File: src/rtl/dma_pkg.sv
// dma_pkg: shared FSM states, bus-mux select codes and default pointer step for dma_bus_ctrl
package dma_pkg;
  localparam int ADDR_STEP_DEF = 4;
  typedef enum logic [2:0] {IDLE, REQ, RD, WR, DONE, GAP} state_t;
  typedef enum logic [1:0] {SEL_NONE, SEL_CPU, SEL_RD, SEL_WR} sel_t;
endpackage

File: src/rtl/bus_mux_mem.sv
// bus_mux_mem: steers either the core or the DMA read/write phase onto the RAM port
module bus_mux_mem import dma_pkg::*; #(
  parameter int ADDR_W = 32,
  parameter int DATA_W = 32
) (
  input  sel_t              sel,
  input  logic              cpu_mem_rd,
  input  logic              cpu_mem_wr,
  input  logic [ADDR_W-1:0] cpu_addr,
  input  logic [DATA_W-1:0] cpu_wdata,
  input  logic [ADDR_W-1:0] src_ptr,
  input  logic [ADDR_W-1:0] dst_ptr,
  input  logic [DATA_W-1:0] mem_rdata,
  output logic [ADDR_W-1:0] mem_addr,
  output logic [DATA_W-1:0] mem_wdata,
  output logic              mem_rd,
  output logic              mem_wr
);
  // a stalled core is cut off entirely; the DMA write forwards last cycle's read data
  always_comb begin
    mem_addr  = sel == SEL_CPU ? cpu_addr : sel == SEL_RD ? src_ptr : sel == SEL_WR ? dst_ptr : '0;
    mem_wdata = sel == SEL_CPU ? cpu_wdata : sel == SEL_WR ? mem_rdata : '0;
    mem_rd    = sel == SEL_CPU ? cpu_mem_rd : sel == SEL_RD;
    mem_wr    = sel == SEL_CPU ? cpu_mem_wr : sel == SEL_WR;
  end
endmodule

File: src/rtl/dma_bus_ctrl.sv
// dma_bus_ctrl: core memory-bus owner with stall-handshaked block copy; DMA_CYCLE_STEAL_EN returns the bus to the core for one GAP cycle between words
module dma_bus_ctrl import dma_pkg::*; #(
  parameter int ADDR_W    = 32,
  parameter int DATA_W    = 32,
  parameter int LEN_W     = 8,
  parameter int ADDR_STEP = ADDR_STEP_DEF
) (
  input  logic              clk,
  input  logic              rst_n,
  input  logic              cpu_mem_rd,
  input  logic              cpu_mem_wr,
  input  logic [ADDR_W-1:0] cpu_addr,
  input  logic [DATA_W-1:0] cpu_wdata,
  output logic [DATA_W-1:0] cpu_rdata,
  output logic              Check_out,
  input  logic              Check_in,
  input  logic              dma_start,
  input  logic [ADDR_W-1:0] dma_src,
  input  logic [ADDR_W-1:0] dma_dst,
  input  logic [LEN_W-1:0]  dma_len,
  output logic              dma_busy,
  output logic              dma_done,
  output logic [ADDR_W-1:0] mem_addr,
  output logic [DATA_W-1:0] mem_wdata,
  output logic              mem_rd,
  output logic              mem_wr,
  input  logic [DATA_W-1:0] mem_rdata
);
  state_t            state;
  sel_t              sel;
  logic              pass_q;
  logic [ADDR_W-1:0] src_ptr, dst_ptr;
  logic [LEN_W-1:0]  count;
  bus_mux_mem #(.ADDR_W(ADDR_W), .DATA_W(DATA_W)) u_mux (
    .sel(sel), .cpu_mem_rd(cpu_mem_rd), .cpu_mem_wr(cpu_mem_wr), .cpu_addr(cpu_addr),
    .cpu_wdata(cpu_wdata), .src_ptr(src_ptr), .dst_ptr(dst_ptr), .mem_rdata(mem_rdata),
    .mem_addr(mem_addr), .mem_wdata(mem_wdata), .mem_rd(mem_rd), .mem_wr(mem_wr)
  );
  // transfer FSM; the mux select is registered alongside the state so it always names the current phase
  always_ff @(posedge clk or negedge rst_n)
    if (!rst_n) begin
      state     <= IDLE;
      sel       <= SEL_NONE;
      src_ptr   <= '0;
      dst_ptr   <= '0;
      count     <= '0;
      Check_out <= 1'b0;
      dma_busy  <= 1'b0;
      dma_done  <= 1'b0;
    end else begin
      dma_done <= 1'b0;
      case (state)
        IDLE: if (dma_start && dma_len != '0) begin
                state     <= REQ;
                sel       <= SEL_NONE;
                src_ptr   <= dma_src;
                dst_ptr   <= dma_dst;
                count     <= dma_len;
                Check_out <= 1'b1;
                dma_busy  <= 1'b1;
              end else if (dma_start) begin
                state    <= DONE;
                sel      <= SEL_NONE;
                dma_done <= 1'b1;
              end else sel <= SEL_CPU;
        REQ:  if (Check_in) begin
                state <= RD;
                sel   <= SEL_RD;
              end
        RD:   begin
                state <= WR;
                sel   <= SEL_WR;
              end
        WR:   begin
                src_ptr <= src_ptr + ADDR_W'(ADDR_STEP);
                dst_ptr <= dst_ptr + ADDR_W'(ADDR_STEP);
                count   <= count - LEN_W'(1);
                if (count == LEN_W'(1)) begin
                  state     <= DONE;
                  sel       <= SEL_NONE;
                  Check_out <= 1'b0;
                  dma_busy  <= 1'b0;
                  dma_done  <= 1'b1;
                end else begin
`ifdef DMA_CYCLE_STEAL_EN
                  state     <= GAP;
                  sel       <= SEL_CPU;
                  Check_out <= 1'b0;
`else
                  state <= RD;
                  sel   <= SEL_RD;
`endif
                end
              end
        GAP:  begin
                state     <= REQ;
                sel       <= SEL_NONE;
                Check_out <= 1'b1;
              end
        DONE: begin
                state <= IDLE;
                sel   <= SEL_CPU;
              end
        default: begin
                state <= IDLE;
                sel   <= SEL_CPU;
              end
      endcase
    end
  // read data reaches the core only for accesses the core itself issued on the previous cycle
  always_ff @(posedge clk or negedge rst_n)
    if (!rst_n) begin
      pass_q    <= 1'b0;
      cpu_rdata <= '0;
    end else begin
      pass_q <= sel == SEL_CPU;
      if (pass_q) cpu_rdata <= mem_rdata;
    end
endmodule

File: config.mk
export PLATFORM = sky130hd
export DESIGN_NAME = dma_bus_ctrl
export DESIGN_NICKNAME = d
export VERILOG_FILES = /design/src/rtl/dma_pkg.sv /design/src/rtl/bus_mux_mem.sv /design/src/rtl/dma_bus_ctrl.sv
export SDC_FILE = /design/constraint.sdc
export NUM_CORES = 1
export LEC_CHECK = 0
export CAP_MARGIN = 40
export CORE_MARGIN = 1.5
export CORE_UTILIZATION = 40
export CTS_BUF_LIST = sky130_fd_sc_hd__clkbuf_16
export CTS_CLUSTER_DIAMETER = 80
export CTS_CLUSTER_SIZE = 25
export DETAILED_ROUTE_END_ITERATION = 7
export PLACE_DENSITY = 0.77
export SETUP_SLACK_MARGIN = 0.15
export SLEW_MARGIN = 20
export SYNTH_ARGS = -nofsm -noshare
export SYNTH_HDL_FRONTEND = slang
export SYNTH_SLANG_ARGS = --single-unit
export TNS_END_PERCENT = 10
File: constraint.sdc
create_clock -name clk -period 1.86 [get_ports clk]
set_clock_uncertainty 0.2 [all_clocks]
set_input_delay 0.372 -clock clk [delete_from_list [all_inputs] [get_ports clk]]
set_output_delay 0.372 -clock clk [all_outputs]
set_load 0.005 [all_outputs]
==> results.py <==
metrics = {
    "logic_synthesis": {
        "ys_warn_count": 0,
        "yosysSeqAreaShare_pct": 40.2,
        "synth_edf_count": 0,
        "syn-num-nets": 906,
        "synthFlopType": "dfrtp_1",
        "synth_area_per_cell_um2": 9.65,
        "synth_cell_types": 67,
        "synthArstFlopShare_pct": 100,
        "ys_seq_elements": 113,
        "syn_area_um2": 7030,
        "synth_cells": 728,
    },
    "clock_network": {
        "clkTransAtPathRegs_ns": 0.05,
        "cts_made_buffers": 17,
        "clock_latency_ns": 0.42,
        "cts-root-buf": "clkbuf_16",
        "cts_buffer_depth": 2,
        "cts.sink_count": 113,
        "cts_tree": "yes",
        "cts_max_level": 4,
    },
    "die": {
        "start_util_pct": 40.8,
        "die_h_um": 136,
        "core.rowCount": 48,
        "die_w_um": 136,
        "die_area_um2": 18400,
        "core_area_um2": 17200,
        "ios": 275,
    },
    "drt": {
        "drtIter0Drc": 450,
        "vias_per_cell": 5.66,
        "wirelength_um": 27800,
        "vias": 7763,
        "ant_nets": 0,
        "drc_errors": 0,
        "first_pass_iters": 6,
        "wl_per_cell_um": 20.3,
    },
    "final_layout": {
        "drive_gt1_share_pct": 32.1,
        "layout_commonest_cell": "clkdlybuf4s50_1",
        "seq_area_um2": 2830,
        "nets": 1310,
        "final_cell_mix": "168 x clkdlybuf4s50_1, 122 x buf_4, 110 x dfrtp_1",
        "multi_input_area_um2": 4090,
        "n_fill_cell": 1386,
        "syn_to_final_growth_pct": 66.4,
    },
    "global_routing": {
        "grt_first_pass_wirelength_um": 41400,
        "grt_max_degree": 32,
        "grt_pass1_vias": 7771,
        "grt_remaining_overflow": 0,
        "antenna_found_initial": 3,
        "grt_usage_pct": 29.7,
    },
    "sta": {
        "worst_slew_pin_slew_ns": 0.491,
        "fin_tns_setup_ns": -35.57,
        "hold_violations": 0,
        "rsz0062_at_grt": "true",
        "setup_viol": 124,
        "max_freq_ghz": 0.412,
        "maxSlewViolCount": 0,
        "setup_ws_ns": -0.570,
        "period_needed_ns": 2.43,
        "max-slew-margin-rel_pct": 67.3,
        "post-route-period-util_pct": 131,
    },
    "pwr": {
        "cellPowerDensity_nw_per_um2": 1550,
        "ir_drop_mv": 0.817,
        "p_comb_share_pct": 58.3,
        "swShare_pct": 38.0,
        "power_frac_seq_pct": 25.1,
        "leakagePower_nw": 5.27,
        "power.switching_w": 0.00690,
        "p_int_w": 0.0113,
        "clockPowerShare_pct": 16.6,
        "finalPower_w": 0.0182,
    },
    "placed_design": {
        "numPortBuffers": 274,
        "gp_congestion": 0.924,
        "post-dp-hpwl_um": 21100,
        "place_ws_ns": -0.666,
    },
    "run_status": {
        "violations": "negative setup slack",
        "status": "finished with violations",
    },
    "critical_path": {
        "path_class": "reg -> out",
        "start_kind": "flip-flop",
        "regToRegSetupSlack_ns": -0.19,
        "critPathCaptureType": "primary output",
        "critPathMaxFanout": 8,
        "critical_path_arrival_ns": 1.86,
        "required_ns": 1.29,
    },
    "flow_run": {
        "cap_violations": 0,
    },
    "min_path": {
        "min_path_type": "in -> reg",
    },
}
routing by layer:
metal	part of all wire (%)	vias up	routed length [µm]	track usage [%]
li1	-	3550	-	-
met1	39	3745	10700	35.2
met2	50	402	13800	51.8
met3	8.6	66	2380	6.51
met4	3.2	0	886	12.5
met5	0	-	0	0
kinds of logic (layout without fill, tap and decap cells):
family / count (synthesis) / count (layout) / synth area share [%]
adders and majority gates: 4 / 4 / 0.712
xor gates and xnor gates: 2 / 2 / 0.249
muxes: 101 / 101 / 15.5
AOI/OAI and AO/OA: 172 / 172 / 18.2
buffers and inverters: 58 / 473 / 4.17
and+or+nand+nor: 278 / 278 / 20.9
other: 0 / 3 / 0
DFF: 113 / 113 / 40.2
cell usage after synthesis (3+ instances only):
cell | count | share of area [%]
nor4_1 | 4 | 0.36
mux2i_1 | 37 | 5.3
nand3_1 | 27 | 1.9
a22oi_1 | 3 | 0.32
buf_2 | 14 | 1.0
a311oi_1 | 9 | 1.1
inv_1 | 8 | 0.43
a21o_1 | 4 | 0.43
a22o_1 | 32 | 4.0
a21oi_1 | 24 | 1.7
a31oi_1 | 3 | 0.27
a211oi_1 | 14 | 1.5
o32ai_1 | 3 | 0.37
buf_4 | 3 | 0.32
and2_1 | 5 | 0.45
and3_1 | 7 | 0.62
a221o_1 | 5 | 0.71
a31o_2 | 3 | 0.37
clkbuf_1 | 22 | 1.2
o211ai_1 | 15 | 1.6
nor2_1 | 60 | 3.2
mux2_2 | 64 | 10
buf_1 | 4 | 0.21
o21ai_0 | 22 | 1.6
nand4_1 | 11 | 0.98
nor2b_1 | 34 | 3.0
dfrtp_1 | 113 | 40
or3_1 | 3 | 0.27
and4_1 | 12 | 1.5
buf_6 | 6 | 0.96
nand2_1 | 80 | 4.3
ha_1 | 4 | 0.71
o311ai_0 | 5 | 0.62
o21ai_1 | 3 | 0.21
o22ai_1 | 9 | 0.80
nor3_1 | 17 | 1.2
sequential cells by signal (all words and copies together) (netlist names):
register	count
src_ptr	32
dst_ptr	32
state	3
count	8
dma_done	1
sel	2
pass_q	1
Check_out	1
cpu_rdata	32
dma_busy	1
path summary, 6_finish.rpt:
check                                     start                 endpoint  cells after the start
max in group asynchronous                 rst_n  dst_ptr[31]$_DFFE_PN0P_                      3
min reg2reg                dma_busy$_DFFE_PN0P_     dma_busy$_DFFE_PN0P_                      2
max reg2reg                state[0]$_DFFE_PN0P_  dst_ptr[19]$_DFFE_PN0P_                      6
max                          sel[1]$_DFFE_PN0P_             mem_addr[14]                      5
min in group asynchronous                 rst_n  src_ptr[16]$_DFFE_PN0P_                      2
min                                  dma_len[5]     count[5]$_DFFE_PN0P_                      3
area by class of cell:
type | count | area share (%)
tap | 225 | 2.41
clock buffer | 17 | 3.64
clock inverter | 13 | 0.910
multi-input combinational | 557 | 34.9
sequential | 113 | 24.2
inverter | 8 | 0.257
antenna | 3 | 0.0642
timing repair buffer | 435 | 33.5
what timing repair did:
action,CTS,global route
resized for setup,235,113
setup endpoints to repair,176,144
hold endpoints to repair,22,0
pin swaps,17,12
buffers inserted,1,5
hold buffers,1,0
gates cloned,0,3
power groups by stage:
stage / logic, W / registers [W] / clock network, W
CTS: 0.0103 / 0.00452 / 0.00303
finish: 0.0106 / 0.00457 / 0.00302
floorplan: 0.00512 / 0.00448 / 0
detailed placement: 0.0107 / 0.00456 / 0
global placement: 0.0105 / 0.00450 / 0
global route: 0.0114 / 0.00470 / 0.00314
worst max-delay path, cell delays in order, from the launching register on:
cell       delay, ns
dfrtp_4         0.53
buf_8           0.16
clkbuf_16       0.16
mux2_4          0.30
a22o_1          0.18
clkbuf_2        0.11
metrics by stage:
step,utilization [%],hold WS (ns),instances,instance area (µm²)
4_1_cts,67.4,0.169,1360,11600
6_report,67.8,0.175,1371,11700
2_1_floorplan,-,-0.124,728,7090
5_1_grt,67.8,0.220,1371,11700
3_5_place_dp,64.4,0.164,1328,11100
3_3_place_gp,64.4,0.162,1327,11100
Note: power is estimated with default switching activity, not from simulation.
==> patch 1, RTL diff (config.mk and constraints unchanged) <==
The option `DMA_CYCLE_STEAL_EN` is turned on by a define.
--- a/src/rtl/dma_bus_ctrl.sv
+++ b/src/rtl/dma_bus_ctrl.sv
@@ -1,4 +1,6 @@
 // dma_bus_ctrl: core memory-bus owner with stall-handshaked block copy; DMA_CYCLE_STEAL_EN returns the bus to the core for one GAP cycle between words
+`define DMA_CYCLE_STEAL_EN
+
 module dma_bus_ctrl import dma_pkg::*; #(
   parameter int ADDR_W    = 32,
   parameter int DATA_W    = 32,
Check against the original RTL: not equivalent (Yosys sat finds a counterexample within 10 cycles, from zero or initial values and one cycle with rst_n low).
==> patch 1 against the unedited design <==
Setup slack got worse by 180 ps. Area after synthesis fell by 0.77%. Total power up 3.7%. Wire length is 3.5% higher. Maximum frequency down 6.8%. Highest routed layer unchanged. Cell area rose by 3.9%. The run still ends with setup timing left. Sequential cell count did not move. Critical path type unchanged. Cell count rose by 1.7%. Global-route usage is 1.6 points higher. Non-clock buffer count up 13.
==> patch 1: results (changes against the unedited design) <==
- Status: finished with violations (unchanged)
- Failing checks: setup timing (unchanged)
- Die Footprint: 0.01823 mm² (was 0.01837 mm²)
- First-pass GRT wire length: 43.35 mm (was 41.39 mm)
- Inverter count: 9 (was 8)
- Initial DRT Pass Iterations: 5 (was 6)
- Synth top cells by count: 113 x dfrtp_1, 94 x nand2_1, 64 x mux2_2 (was 113 x dfrtp_1, 80 x nand2_1, 64 x mux2_2)
- Final non-filler cell total: 1394 (was 1371)
- Reg2reg setup slack: -480 ps (was -190 ps)
- Hold wc startpoint: dma_len[3] (was dma_len[5])
- CP Capture Point: mem_addr[15] (was mem_addr[14])
- Worst VDD drop: 869.5 µV (was 817.3 µV)
- Worst EP arrival: 2040 ps (was 1860 ps)
- GPL Wtd Cong: 0.9263 (was 0.9235)
- Buffer share of cell area: 0.3413 (was 0.3353)
- Routed WL: 28.74 mm (was 27.77 mm)
- Largest cells by area after synthesis: dfrtp_1 41%, mux2_2 10%, nand2_1 5.1% (was dfrtp_1 40%, mux2_2 10%, mux2i_1 5.3%)
- Setup_tns: -49130 ps (was -35570 ps)
- Fillcell total: 1275 (was 1386)
- Multi-input gate count: 567 (was 557)
- Hpwl dp: 20.08 mm (was 21.07 mm)
- Layout cells sized above 1: 0.3319 (was 0.3211)
- Mapped Cells: 743 (was 728)
- Clock Latency Late Sink: 420 ps (about the same)
- Largest net degree at the start of global routing: 40 (was 32)
- Multi-input gate area: 0.004227 mm² (was 0.004085 mm²)
- Seq/Total Area, Yosys: 0.4056 (was 0.4025)
- Initial antenna violation count: 0 (was 3)
- Iter 0 DRT Violations: 674 (was 450)
- Hold Slack: 159.0 ps (was 175.0 ps)
- Path depth of the worst reg2reg path: 5 (was 6)
- Design Area, Final: 0.01214 mm² (was 0.01169 mm²)
- Final nets: 1334 (was 1310)
- Worst r2r dst: dst_ptr[31]$_DFFE_PN0P_ (was dst_ptr[19]$_DFFE_PN0P_)
- Via count of the routed design: 8031 (was 7763)
- P_leak: 5.347 nW (was 5.269 nW)
- CP max FO: 5 (was 8)
- Post-synth net total: 921 (was 906)
- CP startpoint: sel[1]$_DFFE_PN0N_ (was sel[1]$_DFFE_PN0P_)
- Reg-to-reg startpoint: dst_ptr[9]$_DFFE_PN0P_ (was state[0]$_DFFE_PN0P_)
- Fraction of area in registers: 0.2333 (was 0.2424)
- Worst slew margin: 0.6037 (was 0.6726)
- Placed Instance Area: 0.01109 mm² (was 0.01110 mm²)
- Ant diodes: 0 (was 3)
- GRT Overall Usage: 0.3123 (was 0.2968)
- Final worst slack: -747.9 ps (was -569.6 ps)
- Final setup viols: 136 (was 124)
- Buffers excl. clock: 448 (was 435)
- DP Worst Slack: -728.9 ps (was -665.9 ps)
- Hold Path Sink: count[3]$_DFFE_PN0P_ (was count[5]$_DFFE_PN0P_)
- Final clock-cell share: 0.05132 (was 0.04549)
patch 1: changes by cell type after synthesis, moves of 7 or more:
cell and change:
o311ai_0 +12, nor2_1 -25, a311oi_1 -8, nand2_1 +14
and3_1 +7, clkbuf_1 +14, o211ai_1 +8, a211oi_1 -11
and4_1 -10, buf_1 +8, buf_2 -12, nand3_1 +19
patch 1: critical path, cell delays in order (launching register included):
cell     delay, ps
dfrtp_4        510
buf_6          140
buf_6          110
buf_12         120
buf_16         130
mux2_4         300
a22o_1         180
buf_2          120
patch 1: kinds of logic (layout without fill, tap and decap cells):
logic type               Yosys count  after routing  synth area share
AND/OR/NAND/NOR                  298            298            0.2207
XOR/XNOR                           8              8           0.01005
flip-flops                       113            113            0.4056
adder cells (fa/ha/maj)            4              4          0.007179
multiplexers                      96             96            0.1493
AO/OA/AOI/OAI                    161            161            0.1696
buffers and inverters             63            489           0.03751
patch 1: power by group:
group / switching, W / total, W / internal (W)
clock network: 0.00115 / 0.00349 / 0.00234
logic: 0.00491 / 0.0108 / 0.00587
registers: 0.000900 / 0.00457 / 0.00367
patch 1: metal layers:
layer / share of wire / vias up / global-route usage
met5: 0 / - / 0
met4: 0.038 / 0 / 0.1308
met3: 0.088 / 87 / 0.08296
met2: 0.49 / 446 / 0.5285
met1: 0.39 / 3879 / 0.3765
li1: - / 3619 / -
patch 1: repair_timing:
action,4_1_cts,5_1_grt
endpoints found under the setup margin,177,145
pin swaps,20,19
hold buffers,1,0
setup buffers,15,2
gates resized for setup,360,33
gates cloned,6,1
hold endpoints to repair,33,0
==> patch 2, RTL diff (same flow settings) <==
Without the edit above. Add an input register stage for `cpu_wdata`; this delays it by one clock. The other inputs are not delayed to match.
--- a/src/rtl/dma_bus_ctrl.sv
+++ b/src/rtl/dma_bus_ctrl.sv
@@ -26,6 +26,13 @@
   output logic              mem_wr,
   input  logic [DATA_W-1:0] mem_rdata
 );
+
+  logic [DATA_W-1:0] cpu_wdata_q;
+
+  always_ff @(posedge clk) begin
+      cpu_wdata_q <= cpu_wdata;
+  end
+
   state_t            state;
   sel_t              sel;
   logic              pass_q;
@@ -33,7 +40,7 @@
   logic [LEN_W-1:0]  count;
   bus_mux_mem #(.ADDR_W(ADDR_W), .DATA_W(DATA_W)) u_mux (
     .sel(sel), .cpu_mem_rd(cpu_mem_rd), .cpu_mem_wr(cpu_mem_wr), .cpu_addr(cpu_addr),
-    .cpu_wdata(cpu_wdata), .src_ptr(src_ptr), .dst_ptr(dst_ptr), .mem_rdata(mem_rdata),
+    .cpu_wdata(cpu_wdata_q), .src_ptr(src_ptr), .dst_ptr(dst_ptr), .mem_rdata(mem_rdata),
     .mem_addr(mem_addr), .mem_wdata(mem_wdata), .mem_rd(mem_rd), .mem_wr(mem_wr)
   );
   // transfer FSM; the mux select is registered alongside the state so it always names the current phase
Function: changed (Yosys sat finds a counterexample within 4 cycles, from zero or initial values and one cycle with rst_n low).
==> patch 2 against the unedited design <==
The flow still finishes with violations (setup timing). Synthesized cell count grew 4.8%. Wire length is 2.2% higher. Count of clock-buffer cells in the layout is the same. Critical path depth grew 1. Largest power group unchanged. Critical endpoint is now mem_addr[16]. Sequential share of layout area grew 3.8 points. Cell area increased by 6.2%. Total power increased by 12%. Sequential cell count is 32 higher. Area after synthesis increased by 8.2%. Setup slack got worse by 64 ps.
==> patch 2: results (changes against the unedited design) <==
- Final setup viols: 116 (was 124)
- Pint: 0.01280 W (was 0.01127 W)
- Post-Synth XOR/XNOR Area: 0 (was 0.002493)
- Mux cell area share after synthesis: 0.1383 (was 0.1553)
- Hold Path Sink: count[5]$_DFFE_PN0P_ (unchanged)
- Layout cells sized above 1: 0.3138 (was 0.3211)
- Worst r2r dst: src_ptr[30]$_DFFE_PN0P_ (was dst_ptr[19]$_DFFE_PN0P_)
- Met3 wire length: 2.407 mm (was 2.380 mm)
- Vias per cell: 5.693 (was 5.662)
- Unique masters post-synth: 65 (was 67)
- Worst hold path depth: 3 (unchanged)
- Clock transition at path regs: 60 ps
- Hold WC Path Type: input pin to register (unchanged)
- Placed Instance Area: 0.01157 mm² (was 0.01110 mm²)
- Clock tree buffer depth: 2 (unchanged)
- Ant diodes: 0 (was 3)
- Reg2reg setup slack: -290 ps (was -190 ps)
- Pin slew with the least headroom to its limit: 398.8 ps (was 491.2 ps)
- Worst VDD drop: 691.0 µV (was 817.3 µV)
- Post-synthesis compound-gate area fraction: 0.1652 (was 0.1822)
- Hold wc startpoint: dma_len[5] (unchanged)
- P_leak: 5.545 nW (was 5.269 nW)
- GPL Wtd Cong: 0.9282 (was 0.9235)
- Wirelength per Cell: 20.36 µm (was 20.26 µm)
- Post-synth net total: 941 (was 906)
- WL met2: 14.12 mm (was 13.81 mm)
- Final worst slack: -633.1 ps (was -569.6 ps)
- Iter 0 DRT Violations: 588 (was 450)
- Hpwl dp: 20.40 mm (was 21.07 mm)
- Failing checks: setup timing (unchanged)
- GRT Overall Usage: 0.2837 (was 0.2968)
- Async SR Flop Fraction: 0.7793 (was 1.000)
- Post-Route M1 WL: 11.21 mm (was 10.70 mm)
- Adder-cell area share of the yosys netlist: 0.006587 (was 0.007124)
- Initial antenna violation count: 1 (was 3)
- CP max FO: 5 (was 8)
- DR top layer: met5 (was met4)
- Worst EP arrival: 1920 ps (was 1860 ps)
- First-pass GRT wire length: 43.75 mm (was 41.39 mm)
- Reg-to-reg startpoint: state[2]$_DFFE_PN0P_ (was state[0]$_DFFE_PN0P_)
- Root Driver: clkbuf_16 (unchanged)
- Seq/Total Area, Yosys: 0.4564 (was 0.4025)
- Initial DRT Pass Iterations: 5 (was 6)
- Status: finished with violations (unchanged)
- Final nets: 1326 (was 1310)
- Setup_tns: -37800 ps (was -35570 ps)
- Fillcell total: 1461 (was 1386)
- Largest net degree at the start of global routing: 55 (was 32)
- Vias in the first global route: 8022 (was 7771)
- Hold Slack: 76.81 ps (was 175.0 ps)
- Largest cells by area after synthesis: dfrtp_1 37%, mux2_2 9.5%, dfxtp_1 8.4% (was dfrtp_1 40%, mux2_2 10%, mux2i_1 5.3%)
- Synth top cells by count: 113 x dfrtp_1, 74 x nand2_1, 64 x mux2_2 (was 113 x dfrtp_1, 80 x nand2_1, 64 x mux2_2)
-- patch 2: cell types whose count changed after synthesis, sizes merged, moves of 6 or more --
cell,unedited run,this run
nor4,7,13
nand2,81,74
dfxtp,0,32
nor2,60,50
nor3,21,27
nand3,27,35
-- patch 2: layout make-up --
type,instances,area (µm²),share of cell area
multi-input combinational,559,4188,0.3373
timing repair buffer,416,3761,0.3029
inverter,9,33.78,0.002721
tap,234,292.8,0.02358
sequential,145,3478,0.2802
clock buffer,17,425.4,0.03426
clock inverter,14,236.5,0.01905
-- patch 2: logic make-up (layout without fill, tap and decap cells) --
group	Yosys count	after routing
adders and majority gates	4	4
buffers and inverters	59	456
muxes	97	97
DFF	145	145
AOI/OAI and AO/OA	172	172
and+or+nand+nor	286	286
-- patch 2: power by group through the flow --
stage | Combinational (W) | Sequential [W] | Clock, W
after floorplan | 0.00527 | 0.00528 | 0
after global placement | 0.0107 | 0.00540 | 0
after detailed placement | 0.0109 | 0.00546 | 0
after CTS | 0.0107 | 0.00543 | 0.00393
after global routing | 0.0118 | 0.00566 | 0.00407
final | 0.0109 | 0.00553 | 0.00389
-- patch 2: per-layer routing --
layer,vias up,global-route usage
li1,3612,-
met1,3866,0.3493
met2,408,0.4986
met3,48,0.06318
met4,2,0.08169
met5,-,0
-- patch 2: worst max path at each step --
stage,from,end,cells past startpoint
3_3_place_gp,dma_len[4],count[3]$_DFFE_PN0P_,7
2_1_floorplan,state[2]$_DFFE_PN0P_,dst_ptr[12]$_DFFE_PN0P_,6
4_1_cts,sel[1]$_DFFE_PN0P_,mem_wdata[13],4
5_1_grt,sel[1]$_DFFE_PN0P_,mem_addr[17],6
3_5_place_dp,dma_len[4],count[3]$_DFFE_PN0P_,7
6_report,sel[1]$_DFFE_PN0P_,mem_addr[16],6
-- patch 2: timing repair --
item	CTS	global route
resized for setup	272	78
setup buffers	7	4
hold endpoints to repair	23	0
pin swaps	14	11
endpoints found under the setup margin	176	143
hold buffers	1	0
gates cloned	3	0
-- patch 2: worst max-delay path: stages, from the launching register on --
cell and delay, ps:
dfrtp_4 520, buf_12 160, buf_12 130, buf_6 120
mux2_2 260, a22o_1 190, buf_2 120
-- patch 2: stage by stage --
step,power [W],instances,utilization
2_1_floorplan,0.01055,763,-
3_3_place_gp,0.01613,1348,0.6208
3_5_place_dp,0.01638,1348,0.6208
4_1_cts,0.02007,1390,0.6603
5_1_grt,0.02149,1394,0.6660
6_report,0.02034,1394,0.6660
